`src/rtl/sevenseg_pkg.sv`:
```
// rtl/sevenseg_pkg.sv - shared constants and types for the seven-segment port scanner
package sevenseg_pkg;

   localparam logic [2:0] DIGIT0 = 3'd0;
   localparam logic [2:0] DIGIT1 = 3'd1;
   localparam logic [2:0] DIGIT2 = 3'd2;
   localparam logic [2:0] DIGIT3 = 3'd3;
   localparam logic [2:0] DPMASK = 3'd4;
   localparam logic [2:0] CTRL   = 3'd5;
   localparam logic [2:0] STATUS = 3'd6;

   typedef enum logic [1:0] {
      S_IDLE  = 2'd0,
      S_BLANK = 2'd1,
      S_DRIVE = 2'd2
   } state_e;

   localparam logic [7:0] SEG_OFF = 8'hFF;
   localparam logic [3:0] AN_OFF  = 4'hF;

endpackage

```
`src/rtl/sevenseg_port_scanner_if.sv`:
```
// rtl/sevenseg_port_scanner_if.sv - kcpsm6 output-port write bus plus readback byte
interface sevenseg_port_scanner_if;
   logic [7:0] port_id;
   logic [7:0] out_port;
   logic       write_strobe;
   logic [7:0] rd_data;

   modport master (output port_id, output out_port, output write_strobe, input rd_data);
   modport slave  (input port_id, input out_port, input write_strobe, output rd_data);
endinterface

```
`src/rtl/hex_to_seg7.sv`:
```
// rtl/hex_to_seg7.sv - combinational hex digit to active-low {g,f,e,d,c,b,a} decoder
module hex_to_seg7 (
   input  logic [3:0] hex_i,
   output logic [6:0] seg_o
);

   always_comb begin
      seg_o = 7'h7F;
      case (hex_i)
         4'h0: seg_o = 7'h40;
         4'h1: seg_o = 7'h79;
         4'h2: seg_o = 7'h24;
         4'h3: seg_o = 7'h30;
         4'h4: seg_o = 7'h19;
         4'h5: seg_o = 7'h12;
         4'h6: seg_o = 7'h02;
         4'h7: seg_o = 7'h78;
         4'h8: seg_o = 7'h00;
         4'h9: seg_o = 7'h10;
         4'hA: seg_o = 7'h08;
         4'hB: seg_o = 7'h03;
         4'hC: seg_o = 7'h46;
         4'hD: seg_o = 7'h21;
         4'hE: seg_o = 7'h06;
         4'hF: seg_o = 7'h0E;
         default: seg_o = 7'h7F;
      endcase
   end

endmodule

```
`src/rtl/sevenseg_port_scanner.sv`:
```
// rtl/sevenseg_port_scanner.sv - PicoBlaze port peripheral scanning a 4-digit common-anode display
module sevenseg_port_scanner
   import sevenseg_pkg::*;
#(
   parameter int         DIV       = 50000,
   parameter int         BLANK     = 500,
   parameter logic [7:0] BASE_PORT = 8'h20
) (
   input  logic                     clk,
   input  logic                     rst_n,
   sevenseg_port_scanner_if.slave   bus,
   output logic [3:0]               an,
   output logic [7:0]               seg,
   output logic                     frame_tick
);

   localparam int CW = $clog2(DIV);
   localparam logic [CW-1:0] CNT_LAST = CW'(DIV - 1);
   localparam logic [CW-1:0] BLK_LAST = CW'(BLANK - 1);

   logic [4:0]    digit_q [4];
   logic [3:0]    dp_q;
   logic          en_q;
   state_e        state_q, state_d;
   logic [1:0]    cur_q, cur_d;
   logic [CW-1:0] cnt_q, cnt_d;
   logic          tick_q, tick_d;
   logic [3:0]    an_q, an_d;
   logic [7:0]    seg_q, seg_d;
   logic [7:0]    rd_q, rd_d;
   logic [3:0]    cur_hex;
   logic [6:0]    seg7;

   logic       sel;
   logic       wr;
   logic [2:0] off;

   assign sel = (bus.port_id[7:3] == BASE_PORT[7:3]);
   assign wr  = bus.write_strobe & sel;
   assign off = bus.port_id[2:0];

   wire unused_ok = &{1'b0, bus.out_port[7:5], BASE_PORT[2:0]};

   always_ff @(posedge clk or negedge rst_n) begin
      if (!rst_n) begin
         for (int i = 0; i < 4; i++) digit_q[i] <= '0;
         dp_q <= '0;
         en_q <= 1'b0;
      end else if (wr) begin
         case (off)
            DIGIT0, DIGIT1, DIGIT2, DIGIT3: digit_q[off[1:0]] <= bus.out_port[4:0];
            DPMASK: dp_q <= bus.out_port[3:0];
            CTRL:   en_q <= bus.out_port[0];
            default: ;
         endcase
      end
   end

   // The counter spans the whole slot: BLANK covers 0..BLANK-1, DRIVE the rest.
   always_comb begin
      state_d = state_q;
      cur_d   = cur_q;
      cnt_d   = cnt_q;
      tick_d  = 1'b0;
      if (!en_q) begin
         state_d = S_IDLE;
         cur_d   = '0;
         cnt_d   = '0;
      end else begin
         case (state_q)
            S_IDLE: begin
               state_d = S_BLANK;
               cur_d   = '0;
               cnt_d   = '0;
            end
            S_BLANK: begin
               cnt_d = cnt_q + CW'(1);
               if (cnt_q == BLK_LAST) state_d = S_DRIVE;
            end
            S_DRIVE: begin
               if (cnt_q == CNT_LAST) begin
                  cnt_d   = '0;
                  cur_d   = cur_q + 2'd1;
                  state_d = S_BLANK;
                  tick_d  = (cur_q == 2'd3);
               end else begin
                  cnt_d = cnt_q + CW'(1);
               end
            end
            default: begin
               state_d = S_IDLE;
               cur_d   = '0;
               cnt_d   = '0;
            end
         endcase
      end
   end

   always_ff @(posedge clk or negedge rst_n) begin
      if (!rst_n) begin
         state_q <= S_IDLE;
         cur_q   <= '0;
         cnt_q   <= '0;
      end else begin
         state_q <= state_d;
         cur_q   <= cur_d;
         cnt_q   <= cnt_d;
      end
   end

   assign cur_hex = digit_q[cur_d][3:0];

   hex_to_seg7 u_dec (
      .hex_i (cur_hex),
      .seg_o (seg7)
   );

   // Outputs follow the next state so anodes and segments switch on the same edge as the FSM.
   always_comb begin
      an_d  = AN_OFF;
      seg_d = SEG_OFF;
      if (state_d == S_DRIVE) begin
         an_d = ~(4'b0001 << cur_d);
         if (!digit_q[cur_d][4]) seg_d = {~dp_q[cur_d], seg7};
      end
   end

   always_comb begin
      rd_d = 8'h00;
      if (sel) begin
         case (off)
            DIGIT0, DIGIT1, DIGIT2, DIGIT3: rd_d = {3'b000, digit_q[off[1:0]]};
            DPMASK: rd_d = {4'b0000, dp_q};
            CTRL:   rd_d = {7'b0000000, en_q};
            STATUS: rd_d = {4'b0000, cur_q, state_q};
            default: rd_d = 8'h00;
         endcase
      end
   end

   always_ff @(posedge clk or negedge rst_n) begin
      if (!rst_n) begin
         an_q   <= AN_OFF;
         seg_q  <= SEG_OFF;
         tick_q <= 1'b0;
         rd_q   <= 8'h00;
      end else begin
         an_q   <= an_d;
         seg_q  <= seg_d;
         tick_q <= tick_d;
         rd_q   <= rd_d;
      end
   end

   assign an          = an_q;
   assign seg         = seg_q;
   assign frame_tick  = tick_q;
   assign bus.rd_data = rd_q;

endmodule

```
`src/flat_wrapper.sv`:
```
// flat-port wrapper written by rule: the top's interface ports become plain ports
module sevenseg_port_scanner_flat import sevenseg_pkg::*;
#(
   parameter int         DIV       = 50000,
   parameter int         BLANK     = 500,
   parameter logic [7:0] BASE_PORT = 8'h20
)
  (clk, rst_n, an, seg, frame_tick, bus_port_id, bus_out_port, bus_write_strobe, bus_rd_data);
  sevenseg_port_scanner_if bus_i ();
  input  logic clk;
  input  logic rst_n;
  output logic [3:0] an;
  output logic [7:0] seg;
  output logic frame_tick;
  input wire logic [$bits(bus_i.port_id)-1:0] bus_port_id;
  input wire logic [$bits(bus_i.out_port)-1:0] bus_out_port;
  input wire logic [$bits(bus_i.write_strobe)-1:0] bus_write_strobe;
  output wire logic [$bits(bus_i.rd_data)-1:0] bus_rd_data;
  assign bus_i.port_id = bus_port_id;
  assign bus_i.out_port = bus_out_port;
  assign bus_i.write_strobe = bus_write_strobe;
  assign bus_rd_data = bus_i.rd_data;
  sevenseg_port_scanner #(.DIV(DIV), .BLANK(BLANK), .BASE_PORT(BASE_PORT)) u_core (.clk(clk), .rst_n(rst_n), .bus(bus_i), .an(an), .seg(seg), .frame_tick(frame_tick));
endmodule
```
`config.mk`:
```
export PLATFORM = sky130hd
export DESIGN_NAME = sevenseg_port_scanner_flat
export DESIGN_NICKNAME = d
export VERILOG_FILES = /design/src/rtl/sevenseg_pkg.sv /design/src/rtl/sevenseg_port_scanner_if.sv /design/src/rtl/hex_to_seg7.sv /design/src/rtl/sevenseg_port_scanner.sv /design/src/flat_wrapper.sv
export SDC_FILE = /design/constraint.sdc
export NUM_CORES = 1
export LEC_CHECK = 0
export BUFFER_PORTS_ARGS = -buffer_cell sky130_fd_sc_hd__buf_2
export CAP_MARGIN = 20
export CORE_MARGIN = 5
export CORE_UTILIZATION = 62
export CTS_BUF_LIST = sky130_fd_sc_hd__clkbuf_4 sky130_fd_sc_hd__clkbuf_8
export CTS_CLUSTER_SIZE = 12
export DETAILED_ROUTE_END_ITERATION = 12
export PLACE_DENSITY = 0.89
export SLEW_MARGIN = 20
export SYNTH_ARGS = -nofsm -noshare
export SYNTH_HDL_FRONTEND = slang
export SYNTH_SLANG_ARGS = --single-unit
```
`constraint.sdc`:
```
create_clock -name clk -period 8.5 [get_ports clk]
set_input_delay 1.275 -clock clk [delete_from_list [all_inputs] [get_ports clk]]
set_output_delay 1.275 -clock clk [all_outputs]
set_load 0.01 [all_outputs]
```
Word level (Yosys, flattened, before mapping)
Memories as Yosys holds them, arrays and structs flattened.
Cells that the tools add are included.

cells by class
  equal/unequal tests = 13
  reductions and logical operators = 7
  bitwise gates (word level) = 5
  multiplexer cells = 29
  $lt $le $gt $ge = 4
  shifts and indexed selects = 1
  add/subtract/negate cells = 2

operator list
  operator                                                                number
  16-bit 2-to-1 mux                                                       2
  16-bit one-hot mux with 2 select lines                                  1
  5-bit 2-to-1 mux                                                        5
  8-bit 2-to-1 mux                                                        3
  5-bit binary-select mux with 2-bit select                               2
  20-bit bitwise mux                                                      1
  5-bit one-hot mux with 4 select lines                                   1
  16-bit by 1-bit adder with 16-bit output, second input constant         1
  16-bit equality test, second input constant                             1
  16-bit by 9-bit equality test with 1-bit output, second input constant  1
  5-bit demux with 2-bit select                                           1
  2-bit 2-to-1 mux                                                        5
  3-bit equality test, second input constant                              3
  2-bit equality test, second input constant                              3
  3-bit by 2-bit equality test with 1-bit output, second input constant   2
  3-bit greater-or-equal comparator, second input constant                2
  2-bit NOT with 3-bit output                                             2
  2-bit one-hot mux with 3 select lines                                   1
  2-bit AND reduction                                                     3
  5-bit by 3-bit equality test with 1-bit output, second input constant   1
  1-bit 2-to-1 mux                                                        4
  4-bit 2-to-1 mux                                                        1
  4-bit NOT                                                               1
  2-bit one-hot mux with 2 select lines                                   1
  13 further kinds                                                        13

word-level totals
  register bits = 66
  memories = 1
  memory bits (read-only) = 112
  output and inout bits = 21
  word-level logic and storage cells = 75

memories
  name              depth  width  rd ports  clocked after memory_dff  wr ports  line              source
  (name not given)  16     7      1         0                         0         hex_to_seg7.sv:9  case (hex_i)

Longest topological paths before layout
An unclocked memory read counts as a cell.

  depth in word-level cells = 11
  mapped depth = 14
  gate-level depth less buffers = 14

By module
From an unflattened synthesis, not the netlist that was laid out.

unflattened totals
  cell total of the unflattened synthesis = 325
  area, all modules = 3568.4 um2

by module, submodules not included
  module                 area each (um2)  times used  cells an instance
  sevenseg_port_scanner  3306.9           1           294
  hex_to_seg7            261.5            1           31

Worst setup path after synthesis
OpenSTA, ideal clock, no wires.

  kind = register to register
  start = register u_core.cnt_q[11]
  end = register u_core.seg_q[4], in the netlist u_core.seg[4]
  stages on the path, launching flop included = 11
  arrival time = 3422 ps
  slack = 5003 ps
  path through = dfrtp_1 > or4_4 > or4_4 > o211ai_4 > nand2_1 > inv_2 > mux2i_1 > inv_1 > ha_1 > or4_4 > o211ai_2

on the way
  longest elaborated chain between the ends = 11
  elaborated cells on any way between the ends = 17

RTL lines
  what                                                     line                                                        source
  from (decl)                                              sevenseg_port_scanner.sv:26                                 logic [CW-1:0] cnt_q, cnt_d;
  from (signal assigned)                                   sevenseg_port_scanner.sv:107                                cnt_q <= cnt_d;
  16-bit equality test (*)                                 sevenseg_port_scanner.sv:81                                 if (cnt_q == CNT_LAST) begin
  2-bit 2-to-1 mux (*)                                     sevenseg_port_scanner.sv:81
  2-bit one-hot mux with 2 select lines (*)                sevenseg_port_scanner.sv:70                                 case (state_q)
  2-bit 2-to-1 mux (*)                                     sevenseg_port_scanner.sv:65                                 if (!en_q) begin
  net u_core.cur_d[1]                                      sevenseg_port_scanner.sv:25                                 logic [1:0] cur_q, cur_d;
  2-bit NOT with 3-bit output (not written as such) (*)    sevenseg_port_scanner.sv:111, sevenseg_port_scanner.sv:124
  5-bit binary-select mux with 2-bit select (*)            sevenseg_port_scanner.sv:111, sevenseg_port_scanner.sv:124
  5-bit 2-to-1 mux (not written as such) (*) (2 in a row)  sevenseg_port_scanner.sv:111                                assign cur_hex = digit_q[cur_d][3:0];
  memory read 16 x 7 bit                                   -
  8-bit 2-to-1 mux (*)                                     sevenseg_port_scanner.sv:124                                if (!digit_q[cur_d][4]) seg_d = {~dp_q[cur_d], seg7};
  8-bit 2-to-1 mux (*)                                     sevenseg_port_scanner.sv:122                                if (state_d == S_DRIVE) begin
  net u_core.seg_d[4]                                      sevenseg_port_scanner.sv:29                                 logic [7:0] seg_q, seg_d;
  to (signal assigned)                                     sevenseg_port_scanner.sv:149                                seg_q <= seg_d;
  to (decl)                                                sevenseg_port_scanner.sv:29

The timed path passes the listed nets; every way through them passes the cells marked *. The select of a mux whose other input is x is not followed.
A chain may end at the register's enable or synchronous reset.

Worst setup path after layout
  start = register u_core.cnt_q[11]
  end = register u_core.seg_q[4], in the netlist u_core.seg[4]

on the way
  longest elaborated chain between the ends = 11
  elaborated cells on any way between the ends = 17

RTL lines
  what                                                 line
  16-bit equality test                                 sevenseg_port_scanner.sv:81
  2-bit 2-to-1 mux                                     sevenseg_port_scanner.sv:81
  2-bit one-hot mux with 2 select lines                sevenseg_port_scanner.sv:70
  2-bit 2-to-1 mux                                     sevenseg_port_scanner.sv:65
  2-bit NOT with 3-bit output (not written as such)    sevenseg_port_scanner.sv:111, sevenseg_port_scanner.sv:124
  5-bit binary-select mux with 2-bit select            sevenseg_port_scanner.sv:111, sevenseg_port_scanner.sv:124
  5-bit 2-to-1 mux (not written as such) (2 in a row)  sevenseg_port_scanner.sv:111
  memory read 16 x 7 bit                               -
  8-bit 2-to-1 mux                                     sevenseg_port_scanner.sv:124
  8-bit 2-to-1 mux (*)                                 sevenseg_port_scanner.sv:122
  net u_core.seg_d[4]                                  sevenseg_port_scanner.sv:29

Marked as above.

==> metrics <==
Setup violations, final 0; post-detail-place hpwl 5161 um; share of post-route cells with drive strength above 1 29.56%; Mapped Area 3506 um^2; P_leak 1.721 nW; max-slew violations 0; max frequency 229.2 MHz; H-tree levels 3; critical-path cell list or4_4, o41a_1, o21a_1, o21ai_1, mux2i_1, mux2i_1, inv_1, ha_1, or4_4, o211ai_2; final worst-path cycle share 51.33%; Buf/Inv on CP 1; GPL Wtd Cong 0.8829; post-route ant nets 0; P_int 0.5110 mW; slowest CP cell o21ai_1; CTS Buf Count 9; Gate Count Post-Synth 323; PD cells 165.5 nW/um^2; kind of critical path flop to flop; largest area contributor in the netlist dfrtp_1; # Post-CTS Setup Buffers 0; top-count cell post-synth dfrtp_1; worst slew pin tran 0.9495 ns; critical path startpoint category flop; global route total overflow 0; logic gate share of total power 6.5%; share of the synthesized area in the top cell type 36.40%; register area share after synthesis 45.40%; RSZ-0062 raised after global routing false; Slew HR 36.27%; CTS sink cnt 63; Clk pwr share 45.6%; EDFF count, synth 0; initial drt markers 257; WP data required 8.77 ns; main flop type after synthesis dfrtp_1; Final Hold Vio Count 0; pin count of the biggest net entering global routing 64; share of synthesized flip-flops with an asynchronous set or reset 100.0%; largest cells by area after synthesis dfrtp_1 (36%), dfstp_2 (9.0%), mux2_2 (9.0%), ha_1 (4.6%), mux2i_1 (4.3%); residual DRC count 0; Final Critical Period 4.363 ns; Sw Ratio 21.67%; status complete, no violations; Bufs on Longest Clock Path 2; critical path's largest stage delay 0.74 ns; FILL cells 372; final WL 7585 um; CTS tree done; post-CTS sizing 0; first-pass GRT wire length 12610 um; Via density 6.177; GRT Util Overall 22.12%; Root Buffer clkbuf_8; die width 85.20 um; area of the core 5507 um^2; commonest cells in the netlist dfrtp_1 (51), nor2_1 (33), mux2_2 (28); number of synthesized register bits 63; # hold bufs at CTS 0; # diodes 0; maximum vdd drop 0.1040 mV; total chip power 0.6524 mW; initial antenna violation count 0; Max Cap Viol 0; area grow syn2layout 12.42%; Pre-antenna DRT Iters 5; Initial Utilization 63.67%; Hold Crit Class flop to flop; total vias in the final route 2681; NetSw 0.1414 mW; setup TNS 0 ns; Skew-Pair Late Insertion Delay 0.34 ns; die span in y 85.20 um; clock-pin slew on the worst setup and hold paths 0.07 ns; Routed wire per std cell 17.48 um; crit-path leading delay family compound AO/OA/AOI/OAI gates; Crit path arrival time 4.63 ns; Rows 27; I/O pin count 40; worst-path fanout max 11; count of cell types in the netlist 55; die area 7258 um^2; number of global-route vias before repair 2676; I/O Buffers 33; sequential power share 47.9%; Avg Cell Area, Syn 10.85 um^2; Syn. warnings 0; final setup skew 0.01147 ns; Final #Nets 389; Setup crit end kind flop
area by class of cell:
type | count | area [um^2] | share of cell area, %
clock buffer | 13 | 166.4 | 4.222
clock inverter | 3 | 65.06 | 1.651
inverter | 9 | 33.78 | 0.8571
multi-input combinational | 239 | 1814 | 46.03
sequential | 63 | 1592 | 40.38
tap | 72 | 90.09 | 2.286
timing repair buffer | 35 | 180.2 | 4.571
cells by family after synthesis:
family | synth area share, %
simple gates | 17.38
flops | 45.40
mux | 16.49
compound gates | 8.565
buf+inv | 3.176
xor+xnor | 4.247
fa+ha+maj | 4.640
other cells | 0.1070
sequential cells by signal (all words and copies together), names as in the netlist:
signal              flops
u_core.digit_q         20
u_core.en_q             1
u_core.frame_tick       1
u_core.seg              8
u_core.an               4
u_core.state_q          2
u_core.bus.rd_data      5
u_core.cur_q            2
u_core.dp_q             4
u_core.cnt_q           16
power groups by stage:
| stage | Clock, mW | Combinational [mW] | Sequential, mW |
|---|---|---|---|
| 5_1_grt | 0.313 | 0.0470 | 0.313 |
| 6_report | 0.298 | 0.0422 | 0.313 |
| 3_5_place_dp | 0 | 0.0416 | 0.317 |
| 4_1_cts | 0.302 | 0.0424 | 0.312 |
| 2_1_floorplan | 0 | 0.0277 | 0.315 |
| 3_3_place_gp | 0 | 0.0399 | 0.317 |
cells in the final DEF, fill, tap and decap left out, drive strengths merged, types with 2 or more instances in the layout:
cell type and count:
dfrtp 51, buf 35, nor2 34, mux2 28, nand2 26, nand3 18, mux2i 15, o21ai 14
ha 13, clkbuf 13, dfstp 12, and3 10, xor2 10, inv 9, xnor2 7, and2 5
mux4 5, or4 5, nor3 4, nor4 4, o211ai 4, nand3b 3, o21a 3, conb 3
nand4 2, a22oi 2, a21oi 2, a32oi 2, a211oi 2, nor2b 2, bufinv 2, a2111oi 2
final timing paths:
path	startpoint	slack [ns]	endpoint	cells past startpoint
worst max-delay path	u_core.cnt_q[11]$_DFF_PN0_	4.14	u_core.seg[4]$_DFF_PN1_	10
worst min-delay path	u_core.cnt_q[0]$_DFF_PN0_	0.49	u_core.cnt_q[0]$_DFF_PN0_	1
worst max register to register	u_core.cnt_q[11]$_DFF_PN0_	4.14	u_core.seg[4]$_DFF_PN1_	10
worst min register to register	u_core.cnt_q[0]$_DFF_PN0_	0.49	u_core.cnt_q[0]$_DFF_PN0_	1
max in group asynchronous	rst_n	6.92	u_core.digit_q[15]$_DFFE_PN0P_	2
min in group asynchronous	rst_n	1.08	u_core.cnt_q[1]$_DFF_PN0_	2
through the flow:
step | cell area [um^2] | hold WS, ns | cells | worst slack (ns) | util (%)
after floorplan | 3513 | 0.4479 | 325 | 5.003 | -
after global placement | 3706 | 0.4643 | 418 | 4.417 | 67.30
after detailed placement | 3706 | 0.4816 | 418 | 4.298 | 67.30
after CTS | 3938 | 0.4909 | 434 | 4.196 | 71.51
after global routing | 3941 | 0.5262 | 434 | 3.872 | 71.57
final | 3941 | 0.4888 | 434 | 4.137 | 71.57
per-layer routing:
metal | global-route usage (%) | vias to the layer above | wire (um)
li1 | - | 1228 | -
met5 | 0 | - | 0
met2 | 35.10 | 119 | 3629
met4 | 12.81 | 0 | 274
met1 | 28.44 | 1304 | 3219
met3 | 3.981 | 30 | 462
No activity file was read; power rests on OpenSTA's default activity.
